[src/rtl/out_shift_ctrl.sv]
// rtl/out_shift_ctrl.sv - control FSM for the PE output shift register
//
// Sequences one tile through the output shift register: accepts a tile
// configuration, resets the datapath, streams PE results with a fill delay
// D = filter_size - num_cols, drains the last D entries and pulses done.
//
// Optional feature macro: OUT_SHIFT_CTRL_ERR_CHECK_EN
//   defined   : num_cols > filter_size skips LOAD, goes to DONE, err_o sticky
//   undefined : num_cols is clamped to filter_size (D = 0), err_o tied 0
//
// Ports:
//   clk_i, rst_n_i                 clock, asynchronous active-low reset
//   cfg_valid_i / cfg_ready_o      tile configuration handshake
//   cfg_filter_size_i              filter size for the tile
//   cfg_num_cols_i                 active columns for the tile
//   cfg_num_rows_i                 output samples in the tile
//   in_valid_i / in_ready_o        upstream PE-result handshake
//   out_valid_o / out_ready_i      downstream shift-register output handshake
//   filter_size_o                  registered filter size
//   number_of_columns_o/_ld_o/_rst_o  column-count load controls
//   out_reg_shift_ld_o/_rst_o      shift-register shift / clear
//   busy_o, done_o, err_o          status
module out_shift_ctrl #(
  parameter int N             = 3,
  parameter int NUM_COL_WIDTH = $clog2(N + 1),
  parameter int ROW_CNT_WIDTH = 16,
  localparam int FS_WIDTH     = (N > 1) ? $clog2(N) : 1
) (
  input  logic                     clk_i,
  input  logic                     rst_n_i,
  input  logic                     cfg_valid_i,
  output logic                     cfg_ready_o,
  input  logic [FS_WIDTH-1:0]      cfg_filter_size_i,
  input  logic [NUM_COL_WIDTH-1:0] cfg_num_cols_i,
  input  logic [ROW_CNT_WIDTH-1:0] cfg_num_rows_i,
  input  logic                     in_valid_i,
  output logic                     in_ready_o,
  output logic                     out_valid_o,
  input  logic                     out_ready_i,
  output logic [FS_WIDTH-1:0]      filter_size_o,
  output logic [NUM_COL_WIDTH-1:0] number_of_columns_o,
  output logic                     number_of_columns_ld_o,
  output logic                     number_of_columns_rst_o,
  output logic                     out_reg_shift_ld_o,
  output logic                     out_reg_shift_rst_o,
  output logic                     busy_o,
  output logic                     done_o,
  output logic                     err_o
);

  typedef enum logic [2:0] {S_IDLE, S_LOAD, S_STREAM, S_DRAIN, S_DONE} state_t;

  localparam logic [NUM_COL_WIDTH-1:0] COL_ONE = 1;
  localparam logic [ROW_CNT_WIDTH-1:0] ROW_ONE = 1;

  state_t                     state;
  logic [FS_WIDTH-1:0]        fs_q;
  logic [NUM_COL_WIDTH-1:0]   nc_q;
  logic [NUM_COL_WIDTH-1:0]   d_q;
  logic [ROW_CNT_WIDTH-1:0]   rows_q;
  logic [ROW_CNT_WIDTH-1:0]   acc_cnt;
  logic [NUM_COL_WIDTH-1:0]   fill_cnt;
  logic [NUM_COL_WIDTH-1:0]   drain_cnt;

  logic                       cfg_fire;
  logic [NUM_COL_WIDTH-1:0]   cfg_fs_ext;
  logic                       cfg_illegal;
  logic [NUM_COL_WIDTH-1:0]   cfg_nc_eff;
  logic [NUM_COL_WIDTH-1:0]   cfg_d;
  logic                       d_zero;
  logic                       in_rdy;
  logic                       out_vld;
  logic                       shift_ld;

  assign cfg_fire    = cfg_valid_i & cfg_ready_o;
  assign cfg_fs_ext  = NUM_COL_WIDTH'(cfg_filter_size_i);
  assign cfg_illegal = cfg_num_cols_i > cfg_fs_ext;

`ifdef OUT_SHIFT_CTRL_ERR_CHECK_EN
  // Illegal configs never reach STREAM, so the raw column count is kept.
  assign cfg_nc_eff = cfg_num_cols_i;
`else
  assign cfg_nc_eff = cfg_illegal ? cfg_fs_ext : cfg_num_cols_i;
`endif

  assign cfg_d  = cfg_fs_ext - cfg_nc_eff;
  assign d_zero = (d_q == '0);

  // Handshake outputs depend on the live upstream/downstream signals.
  always_comb begin
    in_rdy   = 1'b0;
    out_vld  = 1'b0;
    shift_ld = 1'b0;
    case (state)
      S_STREAM: begin
        if (d_zero) begin
          in_rdy  = out_ready_i;
          out_vld = in_valid_i;
        end else begin
          // While filling, beats enter without producing output.
          in_rdy  = (fill_cnt < d_q) | out_ready_i;
          out_vld = (fill_cnt >= d_q);
        end
        shift_ld = in_valid_i & in_rdy;
      end
      S_DRAIN: begin
        out_vld  = (drain_cnt < d_q);
        shift_ld = out_vld & out_ready_i;
      end
      default: ;
    endcase
  end

  always_ff @(posedge clk_i or negedge rst_n_i) begin
    if (!rst_n_i) begin
      state     <= S_IDLE;
      fs_q      <= '0;
      nc_q      <= '0;
      d_q       <= '0;
      rows_q    <= '0;
      acc_cnt   <= '0;
      fill_cnt  <= '0;
      drain_cnt <= '0;
    end else begin
      case (state)
        S_IDLE: begin
          if (cfg_fire) begin
            fs_q   <= cfg_filter_size_i;
            nc_q   <= cfg_nc_eff;
            rows_q <= cfg_num_rows_i;
            d_q    <= cfg_d;
`ifdef OUT_SHIFT_CTRL_ERR_CHECK_EN
            state  <= cfg_illegal ? S_DONE : S_LOAD;
`else
            state  <= S_LOAD;
`endif
          end
        end
        S_LOAD: begin
          acc_cnt   <= '0;
          fill_cnt  <= '0;
          drain_cnt <= '0;
          state     <= (rows_q == '0) ? S_DONE : S_STREAM;
        end
        S_STREAM: begin
          if (shift_ld) begin
            acc_cnt <= acc_cnt + ROW_ONE;
            if (fill_cnt < d_q) fill_cnt <= fill_cnt + COL_ONE;
            if (acc_cnt + ROW_ONE == rows_q) state <= d_zero ? S_DONE : S_DRAIN;
          end
        end
        S_DRAIN: begin
          if (shift_ld) begin
            drain_cnt <= drain_cnt + COL_ONE;
            if (drain_cnt + COL_ONE == d_q) state <= S_DONE;
          end
        end
        S_DONE:  state <= S_IDLE;
        default: state <= S_IDLE;
      endcase
    end
  end

`ifdef OUT_SHIFT_CTRL_ERR_CHECK_EN
  logic err_q;

  // Sticky until reset or the next legal configuration transfer.
  always_ff @(posedge clk_i or negedge rst_n_i) begin
    if (!rst_n_i)      err_q <= 1'b0;
    else if (cfg_fire) err_q <= cfg_illegal;
  end

  assign err_o = err_q;
`else
  assign err_o = 1'b0;
`endif

  // Gated with reset so the handshake is closed while reset is held.
  assign cfg_ready_o             = rst_n_i & (state == S_IDLE);
  assign in_ready_o              = in_rdy;
  assign out_valid_o             = out_vld;
  assign out_reg_shift_ld_o      = shift_ld;
  assign filter_size_o           = fs_q;
  assign number_of_columns_o     = nc_q;
  assign number_of_columns_ld_o  = (state == S_LOAD);
  // Both datapath clears follow reset combinationally.
  assign number_of_columns_rst_o = ~rst_n_i;
  assign out_reg_shift_rst_o     = ~rst_n_i | (state == S_LOAD);
  assign busy_o                  = (state != S_IDLE);
  assign done_o                  = (state == S_DONE);

endmodule
[config.mk]
export PLATFORM = sky130hd
export DESIGN_NAME = out_shift_ctrl
export DESIGN_NICKNAME = d
export VERILOG_FILES = /design/src/rtl/out_shift_ctrl.sv
export SDC_FILE = /design/constraint.sdc
export NUM_CORES = 1
export LEC_CHECK = 0
export ABC_AREA = 1
export CAP_MARGIN = 25
export CORE_MARGIN = 2
export CORE_UTILIZATION = 59
export CTS_CLUSTER_DIAMETER = 50
export DETAILED_ROUTE_END_ITERATION = 7
export GPL_TIMING_DRIVEN = 0
export PLACE_DENSITY = 0.87
export SKIP_LAST_GASP = 1
export SYNTH_ARGS = -nofsm -noshare
export SYNTH_HDL_FRONTEND = slang
export SYNTH_SLANG_ARGS = --single-unit
export TNS_END_PERCENT = 50
[constraint.sdc]
create_clock -name clk_i -period 3.45 [get_ports clk_i]
set_input_delay 0.5175 -clock clk_i [delete_from_list [all_inputs] [get_ports clk_i]]
set_output_delay 0.5175 -clock clk_i [all_outputs]
set_load 0.05 [all_outputs]
==> impl_metrics.tcl <==
set metrics [dict create \
    status "finished, final reports clean" \
    relSlewSlack_pct 66.1 \
    pin_count 39 \
    drtIter0Drc 219 \
    worst_pin_slew_ps 506 \
    p_total_uw 2450 \
    rsz0062_at_grt "false" \
    numCtsBuffers 5 \
    root_buffer "clkbuf_8" \
    layout.cells.most_common_list "104 x nand2_1, 58 x inv_1, 45 x nand3_1, 45 x dfrtp_1, 35 x clkdlybuf4s50_1" \
    clk_latency_ps 310 \
    synth-seq-cells 45 \
    max_freq_mhz 345 \
    ys_warn_count 0 \
    seqCellArea_um2 1130 \
    fp.coreArea_um2 4690 \
    h-tree-depth 2 \
    diodes 0 \
    drtPass1Iterations 5 \
    cp_slowest_cell "clkdlybuf4s50_1" \
    via_count 2837 \
    numPlacedInstances 484 \
    grt_pass1_vias 2731 \
    nets 471 \
    crit_top_cell "inv_1" \
    multi_input_area_um2 1460 \
    dp_hpwl_um 5550 \
    cp-end-kind "output port" \
    yosys.area.top_type "dfrtp_1" \
    period_minus_slack_ps 2900 \
    crit_fanout 4 \
    fin_tns_setup_ps 0 \
    synthCells 392 \
    num_rows 25 \
    fin_crit_sh_pct 83.9 \
    fillers 354 \
    gp_congestion 0.913 \
    grt_max_degree 37 \
    hold_violations 0 \
    drv_slew 0 \
    startpoint "d_q[1]" \
    routed_wl_um 7230 \
    ant_nets 0 \
    syn_avg_cell_area_um2 7.29 \
    wl_per_cell_um 14.7 \
    cts.clk_slew.worst_paths_ps 80 \
    cts.sinks 45 \
    grt_overflow_total 0 \
    path_cells "inv_1 > ha_1 > inv_1 > nor2_1 > nor2_1 > inv_1 > a21oi_1 > o211ai_1 > clkdlybuf4s50_1" \
    place_area_um2 3310 \
    slowest_delay_ps 830 \
    fp.dieH_um 73.6 \
    drive_gt1_share_pct 7.78 \
    crit_required_ps 2930 \
    setup_viol 0 \
    syn_area_um2 2860 \
    drv_cap 0 \
    grt_pass1_wl_um 11900 \
    area_growth_pct 18.7 \
    cellLeakagePower_uw 0.00166 \
    critPathArrivalTime_ps 2380 \
    fin_area_um2 3390 \
    skew_ps 10.4 \
    fin_util_pct 72.3 \
    synth_cell_type_count 37 \
    dieWidth_um 73.6 \
    io_buffers 37 \
    hp-class "input pin to async pin" \
    timing.rr.start "d_q[1]" \
    critPathKind "register to output port" \
    grt.total_usage_pct 28.7 \
    antenna_found_initial 0 \
    cp-start-kind "register" \
    mostFrequentLayoutCell "nand2_1" \
    yosysSeqAreaShare_pct 39.4 \
    drc 0 \
    die_area_um2 5420 \
    detail_route.vias_per_cell 5.78 \
    stdcell_count 491 \
    start_util_pct 60.9 \
    syn_nets 427 \
    clk_path_buf_depth 2 \
    irDropWorstVdd_v 0.000748 \
    postCtsSetupBuffers 0 \
    synth_top_area_share_pct 39.4 \
    cts_tree "built" \
    synth_area_leaders "dfrtp_1 39%, nand2_1 14%, nand3_1 7.9%" \
    power_density_nw_per_um2 723 \
]
## logic make-up (layout without fill, tap and decap cells)
group,count (synthesis),in the layout,share of synthesized area (%)
AND/OR/NAND/NOR,208,208,33.3
buffers and inverters,68,113,9.54
AO/OA/AOI/OAI,53,53,10.8
flip-flops,45,45,39.4
adder cells (fa/ha/maj),10,10,4.38
multiplexers,4,4,1.53
XOR/XNOR,3,3,0.919
other,1,1,0.131
## final timing paths
path                                    end  slack [ps]  cells past startpoint
setup / recovery                out_valid_o         550                      9
hold / removal                       d_q[0]         100                      1
setup reg to reg                acc_cnt[11]        1170                     11
hold reg to reg            filter_size_o[1]         510                      1
max in group asynchronous         rows_q[9]        2860                      2
min in group clk_i         filter_size_o[1]         510                      1
## cell usage after synthesis, drive strengths merged
| cell | number |
|---|---|
| nor2 | 32 |
| nand3 | 46 |
| nand4 | 10 |
| o21a | 3 |
| inv | 59 |
| nor4 | 4 |
| nor3 | 1 |
| mux2i | 1 |
| clkbuf | 4 |
| nand2 | 112 |
| xnor2 | 2 |
| a21oi | 3 |
| mux2 | 3 |
| o21ai | 30 |
| xor2 | 1 |
| o22ai | 10 |
| ha | 10 |
| or2 | 1 |
| dfrtp | 45 |
| conb | 1 |
| a21boi | 1 |
| and2 | 1 |
| o31ai | 2 |
| o211ai | 3 |
| a32o | 1 |
| buf | 5 |
| nor3b | 1 |
## report_power, final
part / internal (uW) / total (uW) / switching [uW] / leakage, uW
Sequential: 696 / 842 / 147 / 0.000582
Clock: 141 / 323 / 183 / 0.0000450
Combinational: 440 / 1290 / 847 / 0.00104
## state kept, by name, summed over array words and instances, names as in the netlist
register and count:
d_q 2, acc_cnt 16, rows_q 16, state 3, filter_size_o 2, number_of_columns_o 2, fill_cnt 2, drain_cnt 2
## critical path: cells and delay by family, from the launching register on
family                   cells  cell delay [ps]
flip-flops                   1              380
adder cells (fa/ha/maj)      1              310
AO/OA/AOI/OAI                2              210
AND/OR/NAND/NOR              2              140
buffers and inverters        4             1040
## routing by layer
layer / routed length (um) / track usage [%]
met1: 3030 / 35.2
met2: 3540 / 48.1
met3: 430 / 5.76
met4: 222 / 14.1
met5: 0 / 0
## area by class of cell
class | count | share of cell area, %
Multi-Input combinational cell | 279 | 43.0
Sequential cell | 45 | 33.2
Timing Repair Buffer | 38 | 11.4
Inverter | 59 | 6.53
Clock buffer | 6 | 2.14
Tap cell | 54 | 1.99
Buffer | 8 | 1.40
Clock inverter | 2 | 0.295
## timing repair
item                       4_1_cts  5_1_grt
setup endpoints to repair        1        1
hold buffers                     0        0
hold endpoints to repair         0        0
gates resized for setup          0        1
## through the flow
| stage | hold WS, ps | setup slack, ps |
|---|---|---|
| global placement | 473 | -877 |
| finish | 104 | 555 |
| detailed placement | 426 | 265 |
| floorplan | 222 | 421 |
| CTS | 103 | 180 |
| global route | 110 | 373 |
(Power assumes the default switching activity.)
